## src/rtl/integer_datapath_pipe_pkg.sv

```systemverilog
// Shared definitions for the 2-stage integer datapath: ALU opcode encodings.
package integer_dp_pkg;

  localparam int unsigned OP_W = 4;

  typedef logic [OP_W-1:0] alu_op_t;

  localparam alu_op_t OP_PASS_S = 4'h0;
  localparam alu_op_t OP_PASS_R = 4'h1;
  localparam alu_op_t OP_ADD    = 4'h2;
  localparam alu_op_t OP_SUB    = 4'h3;
  localparam alu_op_t OP_INC    = 4'h4;
  localparam alu_op_t OP_DEC    = 4'h5;
  localparam alu_op_t OP_AND    = 4'h6;
  localparam alu_op_t OP_OR     = 4'h7;
  localparam alu_op_t OP_XOR    = 4'h8;
  localparam alu_op_t OP_NOT    = 4'h9;
  localparam alu_op_t OP_SHL    = 4'hA;
  localparam alu_op_t OP_SHR    = 4'hB;
  localparam alu_op_t OP_ASR    = 4'hC;

endpackage

```

## src/rtl/integer_datapath_pipe_if.sv

```systemverilog
// Issue/result bundle between the control unit (master) and the datapath (slave).
interface integer_datapath_pipe_if
  import integer_dp_pkg::*;
#(
  parameter int unsigned DW   = 16,
  parameter int unsigned NREG = 8
);

  localparam int unsigned AW = $clog2(NREG);

  // Issue side
  logic          In_Valid;
  logic          W_En;
  logic [AW-1:0] W_Adr;
  logic [AW-1:0] R_Adr;
  logic [AW-1:0] S_Adr;
  logic          S_Sel;
  logic [DW-1:0] DS;
  alu_op_t       ALU_OP;

  // Retire side
  logic          Out_Valid;
  logic [DW-1:0] Alu_Out;
  logic [DW-1:0] Reg_Out;
  logic          N;
  logic          Z;
  logic          C;

  modport master (
    output In_Valid, W_En, W_Adr, R_Adr, S_Adr, S_Sel, DS, ALU_OP,
    input  Out_Valid, Alu_Out, Reg_Out, N, Z, C
  );

  modport slave (
    input  In_Valid, W_En, W_Adr, R_Adr, S_Adr, S_Sel, DS, ALU_OP,
    output Out_Valid, Alu_Out, Reg_Out, N, Z, C
  );

endinterface

```

## src/rtl/integer_datapath_pipe_reg_file.sv

```systemverilog
// Register file: one synchronous write port, two combinational read ports,
// synchronous active-high reset clears every entry.
module reg_file_p #(
  parameter int unsigned DW   = 16,
  parameter int unsigned NREG = 8
) (
  input  logic                    clk_i,
  input  logic                    reset_i,
  input  logic                    we_i,
  input  logic [$clog2(NREG)-1:0] waddr_i,
  input  logic [DW-1:0]           wdata_i,
  input  logic [$clog2(NREG)-1:0] raddr_a_i,
  output logic [DW-1:0]           rdata_a_o,
  input  logic [$clog2(NREG)-1:0] raddr_b_i,
  output logic [DW-1:0]           rdata_b_o
);

  logic [DW-1:0] mem_q [NREG];

  // Storage update: reset wins over write
  always_ff @(posedge clk_i) begin
    if (reset_i) begin
      for (int unsigned i = 0; i < NREG; i++) begin
        mem_q[i] <= '0;
      end
    end else if (we_i) begin
      mem_q[waddr_i] <= wdata_i;
    end
  end

  // Read ports: no bypass, the pipeline forwards around same-edge hazards
  always_comb begin
    rdata_a_o = mem_q[raddr_a_i];
    rdata_b_o = mem_q[raddr_b_i];
  end

endmodule

```

## src/rtl/integer_datapath_pipe.sv

```systemverilog
// 2-stage integer datapath: issue/operand-select -> EX (ALU) -> retire/writeback.
// A single EX->issue bypass removes the only hazard, so nothing ever stalls.
module integer_datapath_pipe
  import integer_dp_pkg::*;
#(
  parameter int unsigned DW   = 16,
  parameter int unsigned NREG = 8
) (
  input  logic                 Clk,
  input  logic                 Reset,
  integer_datapath_pipe_if.slave bus
);

  localparam int unsigned AW = $clog2(NREG);
  localparam logic [DW-1:0] One = {{(DW-1){1'b0}}, 1'b1};

  // EX stage registers
  logic          ex_valid_q;
  logic          ex_wen_q;
  logic [AW-1:0] ex_wadr_q;
  alu_op_t       ex_op_q;
  logic [DW-1:0] ex_r_q;
  logic [DW-1:0] ex_s_q;

  // Retire registers
  logic          out_valid_q;
  logic [DW-1:0] alu_out_q;
  logic [DW-1:0] reg_out_q;
  logic          n_q;
  logic          z_q;
  logic          c_q;

  // Combinational signals
  logic [DW-1:0] rf_r;
  logic [DW-1:0] rf_s;
  logic [DW-1:0] r_op;
  logic [DW-1:0] s_op;
  logic [DW-1:0] alu_y;
  logic          alu_c;
  logic [DW:0]   alu_ext;
  logic          fwd_r;
  logic          fwd_s;
  logic          rf_we;

  assign rf_we = ex_valid_q & ex_wen_q;

  reg_file_p #(
    .DW   (DW),
    .NREG (NREG)
  ) u_reg_file (
    .clk_i     (Clk),
    .reset_i   (Reset),
    .we_i      (rf_we),
    .waddr_i   (ex_wadr_q),
    .wdata_i   (alu_y),
    .raddr_a_i (bus.R_Adr),
    .rdata_a_o (rf_r),
    .raddr_b_i (bus.S_Adr),
    .rdata_b_o (rf_s)
  );

  // Operand select with EX->issue forwarding; DS always bypasses the regfile
  always_comb begin
    fwd_r = rf_we && (ex_wadr_q == bus.R_Adr);
    fwd_s = rf_we && (ex_wadr_q == bus.S_Adr);
    r_op  = fwd_r ? alu_y : rf_r;
    if (bus.S_Sel) begin
      s_op = bus.DS;
    end else begin
      s_op = fwd_s ? alu_y : rf_s;
    end
  end

  // ALU on EX operands; C carries carry/borrow/shifted-out bit, else 0
  always_comb begin
    alu_y   = '0;
    alu_c   = 1'b0;
    alu_ext = '0;
    case (ex_op_q)
      OP_PASS_S: alu_y = ex_s_q;
      OP_PASS_R: alu_y = ex_r_q;
      OP_ADD: begin
        alu_ext = {1'b0, ex_r_q} + {1'b0, ex_s_q};
        alu_y   = alu_ext[DW-1:0];
        alu_c   = alu_ext[DW];
      end
      OP_SUB: begin
        // Bit DW of the extended difference is set exactly when R < S
        alu_ext = {1'b0, ex_r_q} - {1'b0, ex_s_q};
        alu_y   = alu_ext[DW-1:0];
        alu_c   = alu_ext[DW];
      end
      OP_INC: begin
        alu_ext = {1'b0, ex_s_q} + {1'b0, One};
        alu_y   = alu_ext[DW-1:0];
        alu_c   = alu_ext[DW];
      end
      OP_DEC: begin
        alu_y = ex_s_q - One;
        alu_c = (ex_s_q == '0);
      end
      OP_AND: alu_y = ex_r_q & ex_s_q;
      OP_OR:  alu_y = ex_r_q | ex_s_q;
      OP_XOR: alu_y = ex_r_q ^ ex_s_q;
      OP_NOT: alu_y = ~ex_s_q;
      OP_SHL: begin
        alu_y = {ex_s_q[DW-2:0], 1'b0};
        alu_c = ex_s_q[DW-1];
      end
      OP_SHR: begin
        alu_y = {1'b0, ex_s_q[DW-1:1]};
        alu_c = ex_s_q[0];
      end
      OP_ASR: begin
        alu_y = {ex_s_q[DW-1], ex_s_q[DW-1:1]};
        alu_c = ex_s_q[0];
      end
      default: begin
        alu_y = '0;
        alu_c = 1'b0;
      end
    endcase
  end

  // Issue: capture operands into EX; bubbles only clear the valid bit
  always_ff @(posedge Clk) begin
    if (Reset) begin
      ex_valid_q <= 1'b0;
      ex_wen_q   <= 1'b0;
      ex_wadr_q  <= '0;
      ex_op_q    <= OP_PASS_S;
      ex_r_q     <= '0;
      ex_s_q     <= '0;
    end else if (bus.In_Valid) begin
      ex_valid_q <= 1'b1;
      ex_wen_q   <= bus.W_En;
      ex_wadr_q  <= bus.W_Adr;
      ex_op_q    <= bus.ALU_OP;
      ex_r_q     <= r_op;
      ex_s_q     <= s_op;
    end else begin
      ex_valid_q <= 1'b0;
    end
  end

  // Retire: results and flags hold across bubbles
  always_ff @(posedge Clk) begin
    if (Reset) begin
      out_valid_q <= 1'b0;
      alu_out_q   <= '0;
      reg_out_q   <= '0;
      n_q         <= 1'b0;
      z_q         <= 1'b0;
      c_q         <= 1'b0;
    end else if (ex_valid_q) begin
      out_valid_q <= 1'b1;
      alu_out_q   <= alu_y;
      reg_out_q   <= ex_r_q;
      n_q         <= alu_y[DW-1];
      z_q         <= (alu_y == '0);
      c_q         <= alu_c;
    end else begin
      out_valid_q <= 1'b0;
    end
  end

  assign bus.Out_Valid = out_valid_q;
  assign bus.Alu_Out   = alu_out_q;
  assign bus.Reg_Out   = reg_out_q;
  assign bus.N         = n_q;
  assign bus.Z         = z_q;
  assign bus.C         = c_q;

endmodule
```

## src/flat_wrapper.sv

```systemverilog
// flat-port wrapper written by rule: the top's interface ports become plain ports
module integer_datapath_pipe_flat import integer_dp_pkg::*;
#(
  parameter int unsigned DW   = 16,
  parameter int unsigned NREG = 8
)
  (Clk, Reset, bus_In_Valid, bus_W_En, bus_W_Adr, bus_R_Adr, bus_S_Adr, bus_S_Sel, bus_DS, bus_ALU_OP, bus_Out_Valid, bus_Alu_Out, bus_Reg_Out, bus_N, bus_Z, bus_C);
  integer_datapath_pipe_if #(.DW(DW), .NREG(NREG)) bus_i ();
  input  logic Clk;
  input  logic Reset;
  input wire logic [$bits(bus_i.In_Valid)-1:0] bus_In_Valid;
  input wire logic [$bits(bus_i.W_En)-1:0] bus_W_En;
  input wire logic [$bits(bus_i.W_Adr)-1:0] bus_W_Adr;
  input wire logic [$bits(bus_i.R_Adr)-1:0] bus_R_Adr;
  input wire logic [$bits(bus_i.S_Adr)-1:0] bus_S_Adr;
  input wire logic [$bits(bus_i.S_Sel)-1:0] bus_S_Sel;
  input wire logic [$bits(bus_i.DS)-1:0] bus_DS;
  input wire logic [$bits(bus_i.ALU_OP)-1:0] bus_ALU_OP;
  output wire logic [$bits(bus_i.Out_Valid)-1:0] bus_Out_Valid;
  output wire logic [$bits(bus_i.Alu_Out)-1:0] bus_Alu_Out;
  output wire logic [$bits(bus_i.Reg_Out)-1:0] bus_Reg_Out;
  output wire logic [$bits(bus_i.N)-1:0] bus_N;
  output wire logic [$bits(bus_i.Z)-1:0] bus_Z;
  output wire logic [$bits(bus_i.C)-1:0] bus_C;
  assign bus_i.In_Valid = bus_In_Valid;
  assign bus_i.W_En = bus_W_En;
  assign bus_i.W_Adr = bus_W_Adr;
  assign bus_i.R_Adr = bus_R_Adr;
  assign bus_i.S_Adr = bus_S_Adr;
  assign bus_i.S_Sel = bus_S_Sel;
  assign bus_i.DS = bus_DS;
  assign bus_i.ALU_OP = bus_ALU_OP;
  assign bus_Out_Valid = bus_i.Out_Valid;
  assign bus_Alu_Out = bus_i.Alu_Out;
  assign bus_Reg_Out = bus_i.Reg_Out;
  assign bus_N = bus_i.N;
  assign bus_Z = bus_i.Z;
  assign bus_C = bus_i.C;
  integer_datapath_pipe #(.DW(DW), .NREG(NREG)) u_core (.Clk(Clk), .Reset(Reset), .bus(bus_i));
endmodule
```

## config.mk

```make
export PLATFORM = sky130hd
export DESIGN_NAME = integer_datapath_pipe_flat
export DESIGN_NICKNAME = d
export VERILOG_FILES = /design/src/rtl/integer_datapath_pipe_pkg.sv /design/src/rtl/integer_datapath_pipe_if.sv /design/src/rtl/integer_datapath_pipe_reg_file.sv /design/src/rtl/integer_datapath_pipe.sv /design/src/flat_wrapper.sv
export SDC_FILE = /design/constraint.sdc
export NUM_CORES = 1
export LEC_CHECK = 0
export CORE_MARGIN = 2
export CORE_UTILIZATION = 30
export DETAILED_ROUTE_END_ITERATION = 10
export HOLD_SLACK_MARGIN = 0.02
export PLACE_DENSITY_LB_ADDON = 0.25
export SLEW_MARGIN = 20
export SYNTH_ARGS = -nofsm -noshare
export SYNTH_HDL_FRONTEND = slang
export SYNTH_HIERARCHICAL = 1
export SYNTH_SLANG_ARGS = --single-unit
export TNS_END_PERCENT = 20
```

## constraint.sdc

```tcl
create_clock -name Clk -period 3.6 [get_ports Clk]
set_input_delay 0.72 -clock Clk [delete_from_list [all_inputs] [get_ports Clk]]
set_output_delay 0.72 -clock Clk [all_outputs]
set_load 0.01 [all_outputs]
```

==> results of run 1 <==
final cells by class:
class,instances,area (µm²)
flip-flops and latches,204,5370
inverters,72,275
repair buffers,220,1870
clock buffers,36,711
well taps,622,778
clock inverters,10,156
fillers,4922,31100
multi-input cells,1042,8410
sequential cells by signal, indices dropped and copies added, names as in the netlist:
| signal | flops |
|---|---|
| u_core/bus.Alu_Out | 16 |
| u_core/bus.C | 1 |
| u_core/bus.Out_Valid | 1 |
| u_core/bus.Reg_Out | 16 |
| u_core/bus.Z | 1 |
| u_core/ex_op_q | 4 |
| u_core/ex_r_q | 16 |
| u_core/ex_s_q | 16 |
| u_core/ex_valid_q | 1 |
| u_core/ex_wadr_q | 3 |
| u_core/ex_wen_q | 1 |
| u_core/u_reg_file/mem_q | 128 |
cell families (layout without fill, tap and decap cells):
| logic type | count (synthesis) | count (layout) | share of synthesized area |
|---|---|---|---|
| buffers and inverters | 210 | 338 | 0.0686 |
| DFF | 204 | 204 | 0.366 |
| muxes | 151 | 151 | 0.177 |
| and+or+nand+nor | 508 | 508 | 0.171 |
| adders and majority gates | 54 | 54 | 0.0471 |
| xor gates and xnor gates | 29 | 29 | 0.0173 |
| AOI/OAI and AO/OA | 300 | 300 | 0.154 |
report_power, final:
group	internal, mW	total (mW)	leakage (nW)	switching (mW)
sequential	2.58	2.66	1.94	0.0770
clock	1.66	2.67	0.427	1.01
combinational	0.727	1.81	4.12	1.09
total	4.97	7.14	6.49	2.18
repair_timing:
| item | CTS | global route |
|---|---|---|
| setup endpoints to repair | 2 | 65 |
| pin swaps | 0 | 2 |
| gates resized for setup | 1 | 12 |
| buffers inserted | 0 | 1 |
worst paths after layout:
path / startpoint / to / slack (ns) / depth (start not counted)
worst min register to register: u_core/bus.Alu_Out[8] / u_core/bus.Alu_Out[8] / 0.49 / 2
worst min-delay path: u_core/bus.Alu_Out[8] / u_core/bus.Alu_Out[8] / 0.49 / 2
worst max-delay path: u_core/ex_s_q[3] / u_core/ex_r_q[11] / 0.14 / 13
worst max register to register: u_core/ex_s_q[3] / u_core/ex_r_q[11] / 0.14 / 13
routing by layer:
metal  routed length [µm]  vias to the layer above  GRT usage
met5                    0                        -          0
met2                25700                      355      0.355
met1                21900                     6044      0.261
met3                 2470                       83     0.0246
li1                     -                     5762          -
met4                 1360                        0     0.0545
cells in the final DEF, fill, tap and decap left out, types with 10 or more instances in the layout:
| master | n |
|---|---|
| nor2_1 | 154 |
| nor3_1 | 151 |
| buf_4 | 146 |
| edfxtp_1 | 128 |
| dfxtp_1 | 73 |
| nand2_1 | 69 |
| clkdlybuf4s50_1 | 65 |
| mux4_1 | 56 |
| ha_1 | 52 |
| inv_1 | 51 |
| a21oi_1 | 49 |
| mux2i_1 | 46 |
| o21ai_0 | 42 |
| mux2_2 | 39 |
| a211oi_1 | 27 |
| clkbuf_16 | 25 |
| nand3_1 | 23 |
| xnor2_1 | 22 |
| clkinv_1 | 16 |
| o211ai_1 | 14 |
| nand2b_1 | 12 |
| o22ai_1 | 11 |
| nand4_1 | 11 |
| nor2b_1 | 10 |
| nor3_2 | 10 |
| o31ai_1 | 10 |
| a311oi_1 | 10 |
worst max-delay path: stages, from the launching register on:
cell,delay [ns]
dfxtp_1,0.33
inv_1,0.07
ha_1,0.47
nor3_2,0.10
a2111oi_4,0.55
a211oi_1,0.22
nand3_1,0.13
a32oi_1,0.15
buf_4,0.18
or4_1,0.47
buf_4,0.19
mux2_2,0.26
mux2i_1,0.13
nor2_1,0.06
stage by stage:
stage | TNS, ns | cells | hold slack (ns) | power [mW]
after global placement | 0 | 2159 | 0.477 | 4.48
after CTS | 0 | 2205 | 0.492 | 7.17
after global routing | -0.0103 | 2206 | 0.513 | 7.43
after detailed placement | 0 | 2159 | 0.484 | 4.48
final | 0 | 2206 | 0.487 | 7.14
after floorplan | 0 | 1456 | 0.461 | 3.76
==> results.md, run 1 <==
- Yosys reg bits: 204
- Initial antenna violation count: 0
- Unrepaired setup endpoints after global routing: true
- EDFF count, synth: 128
- Global-route wire length before repair: 77.6 mm
- # IOs: 70
- Setup violators final: 0
- HP Class: reg2reg
- Final core occ: 0.361
- Wire per inst: 23.3 µm
- Worst path required time: 4.00 ns
- Clock Latency Late Sink: 0.56 ns
- Final WS setup: 0.142 ns
- Largest net degree at the start of global routing: 57
- Synth warnings: 6
- CTS Buffer Depth: 3
- Register area share after synthesis: 0.366
- Fin. max-slew vios: 0
- Slew @ Worst Pin: 1.04 ns
- CTS root buffer: clkbuf_16
- Clock slew at reported path FFs: 0.06 ns
- Core Area: 48600 µm²
- Cells after Synth: 1456
- Pwr dens: 407 nW/µm²
- Synthesized Nets: 1544
- Maximum vdd drop: 340 µV
- Vias in the first global route: 12.3k
- Drt first pass iters: 5
- Number of vias per cell: 5.55
- Worst slack, placed: 0.0514 ns
- Initial core utilization: 0.302
- Hold-fix buffer count after cts: 0
- TritonCTS buffer count: 25
- Port buffer count: 69
- Synth area leaders: edfxtp_1, dfxtp_1, mux4_1
- Fin Clk Skew: 0.0343 ns
- FMAX: 289 MHz
- Finished Cell Area: 17600 µm²
- CTS H-tree lvls: 1
- Full die area: 50700 µm²
- GRT Overall Usage: 0.202
- Fin crit period: 3.46 ns
- Grt total ovfl: 0
- Synth unique cells: 104
- P_leak: 6.49 nW
- Top cells by count, synth: nor2_1, nor3_1, edfxtp_1
- Share of the synthesized area in the top cell type: 0.262
- Crit. End Element: register
- Clock sinks: 204
- Final Hold Fails: 0
- Final net count: 1653
- Count leader, synth: nor2_1
- DR vias: 12.2k
- Row Count: 81
- Run status: completed
- Worst EP arrival: 3.86 ns
- Routed WL: 51.4 mm
- Critical path peak fanout: 6
- Area post-placement: 16600 µm²
- Syn Area/Cell: 10.1 µm²
- CTS tree: yes
- DRC errors left: 0
- Post-route clock period utilization: 0.961
- Layout area overhead: 19.7%
- Post-Syn Area: 14700 µm²
- Startpoint Class: register
- Biggest area consumer among synthesized cells: edfxtp_1
- ANT nets after route: 0
- Top_reg_cell synth: edfxtp_1
- Gp weighted congestion: 0.949
- Die width: 225 µm
- Max_cap viols: 0
- Chip height: 225 µm
- Slew HR: 0.305
- Number of diodes: 0
- Final HPWL DP: 37.8 mm
- Initial drt markers: 968
- Post-synth ARST share: 0
- CP Class: reg2reg
- Share of post-route cells with drive strength above 1: 0.199
No activity file was read; power rests on OpenSTA's default activity.
==> run 2: changes to the inputs <==
--- a/config.mk
+++ b/config.mk
@@ -7,6 +7,7 @@
 export LEC_CHECK = 0
 export CORE_MARGIN = 2
 export CORE_UTILIZATION = 30
+export CTS_CLUSTER_DIAMETER = 40
 export DETAILED_ROUTE_END_ITERATION = 10
 export HOLD_SLACK_MARGIN = 0.02
 export PLACE_DENSITY_LB_ADDON = 0.25
==> results.md, run 2 (same netlist as run 1, synthesis figures left out) <==
- Run status: completed
- Worst slack, placed: 0.0514 ns
- Worst EP arrival: 3.84 ns
- Maximum vdd drop: 288 µV
- CP Class: reg2reg
- Dpl cells: 2159
- Initial core utilization: 0.302
- CTS root buffer: clkbuf_16
- Largest net degree at the start of global routing: 57
- # IOs: 70
- Startpoint Class: register
- Number of vias per cell: 5.54
- Post-route clock period utilization: 0.967
- Worst path required time: 3.96 ns
- Routed WL: 51.7 mm
- Post-route insts no fill: 2232
- Full die area: 50700 µm²
- Fin Clk Skew: 0.0386 ns
- Port buffer count: 69
- Number of diodes: 0
- Sw Ratio: 0.296
- Fin. max-slew vios: 0
- Row Count: 81
- Storage element area: 5370 µm²
- Critical-path top delay cell: dfxtp_1
- Max_cap viols: 0
- Most frequent cells in the layout: nor2_1, nor3_1, buf_4
- Drt first pass iters: 7
- P_leak: 6.73 nW
- Fin crit period: 3.48 ns
- CTS H-tree lvls: 2
- Final HPWL DP: 37.8 mm
- Setup violators final: 0
- Largest register FFs: 128
- Area taken by multi-input logic gates: 8400 µm²
- Slew HR: 0.295
- Clock Latency Late Sink: 0.55 ns
- Sequential share of power: 0.323
- Global-route wire length before repair: 77.9 mm
- Clock slew at reported path FFs: 0.05 ns
- Final Hold Fails: 0
- CTS tree: yes
- Hold-fix buffer count after cts: 0
- Slew @ Worst Pin: 1.06 ns
- FILL cells: 4870
- WP buf/inv: 3
- Crit path max-delay family: simple AND/OR/NAND/NOR gates
- Unrepaired setup endpoints after global routing: true
- Initial antenna violation count: 0
- Share of post-route cells with drive strength above 1: 0.212
- CTS Buffer Depth: 3
- Die width: 225 µm
- Core Area: 48600 µm²
- Pwr dens: 457 nW/µm²
- Internal power: 5.81 mW
- Clock sinks: 204
- ANT nets after route: 0
- GRT Overall Usage: 0.204
- Final net count: 1667
- Chip height: 225 µm
- HP Class: reg2reg
- Most frequent CP cell: buf_4
- Crit. End Element: register
- Final WS setup: 0.120 ns
- Vias in the first global route: 12.4k
- Clock power share: 0.458
- Critical path, cell by cell: nand2b_1 -> nor2_1 -> a32o_1 -> o22ai_1 -> nand4_1 -> a31oi_1 -> o21ai_0 -> buf_4 -> clkinv_1 -> buf_4 -> nor3_1
- Critical path peak fanout: 18
- Comb pwr share: 0.219
- Commonest non-fill, non-tap cell in the layout: nor2_1
- Wire per inst: 23.2 µm
- FMAX: 287 MHz
- Max stage delay on crit path: 0.88 ns
- TritonCTS buffer count: 39
- Psw: 2.44 mW
- DRC errors left: 0
- Initial drt markers: 1044
- DR vias: 12.4k
- Grt total ovfl: 0
- Largest Register: u_core/u_reg_file/mem_q
- Layout area overhead: 23.1%
- Gp weighted congestion: 0.949
run 2: routing by layer:
metal | wire length (µm) | up-vias | GRT usage
met5 | 0 | - | 0
met4 | 1470 | 0 | 0.0656
met3 | 2510 | 95 | 0.0286
met2 | 25900 | 389 | 0.355
met1 | 21900 | 6083 | 0.261
li1 | - | 5805 | -
run 2: worst reg2reg max path, stage by stage, from the launching register on:
cell and delay [ns]:
dfxtp_1 0.88, nand2b_1 0.32, nor2_1 0.71, a32o_1 0.28
o22ai_1 0.17, nand4_1 0.14, a31oi_1 0.05, o21ai_0 0.09
buf_4 0.22, clkinv_1 0.08, buf_4 0.16, nor3_1 0.18
run 2: timing repair:
action                     in CTS  in global routing
setup endpoints to repair       0                 62
gates resized for setup         0                 11
setup buffers                   0                  1
run 2: layout make-up:
cell class / instances / area share
multi-input cells: 1042 / 0.465
flip-flops and latches: 204 / 0.297
repair buffers: 220 / 0.103
clock buffers: 45 / 0.0570
well taps: 622 / 0.0431
clock inverters: 27 / 0.0186
inverters: 72 / 0.0152
run 2: stage by stage:
step                setup TNS (ns)  cell area [µm²]  hold WS (ns)  power, mW   util
floorplan                        0            14700         0.461       3.76      -
finish                           0            18100         0.485       8.26  0.371
CTS                              0            18000         0.492       8.31  0.370
global route               -0.0212            18100         0.512       8.57  0.371
detailed placement               0            16600         0.484       4.48  0.342
global placement                 0            16600         0.477       4.48  0.342
run 2: path summary, 6_finish.rpt:
| kind | endpoint | slack, ns | start | cells past startpoint |
|---|---|---|---|---|
| worst max register to register | u_core/u_reg_file/mem_q[3][13] | 0.12 | u_core/ex_op_q[2] | 11 |
| worst min-delay path | u_core/bus.Alu_Out[8] | 0.49 | u_core/bus.Alu_Out[8] | 2 |
| worst min register to register | u_core/bus.Alu_Out[8] | 0.49 | u_core/bus.Alu_Out[8] | 2 |
| worst max-delay path | u_core/u_reg_file/mem_q[3][13] | 0.12 | u_core/ex_op_q[2] | 11 |
run 2: power by group through the flow:
stage | clock (mW) | combinational, mW | sequential, mW
final | 3.78 | 1.81 | 2.66
after floorplan | 0 | 1.07 | 2.69
after global routing | 3.96 | 1.94 | 2.68
after global placement | 0 | 1.78 | 2.70
after detailed placement | 0 | 1.77 | 2.71
after CTS | 3.86 | 1.78 | 2.66
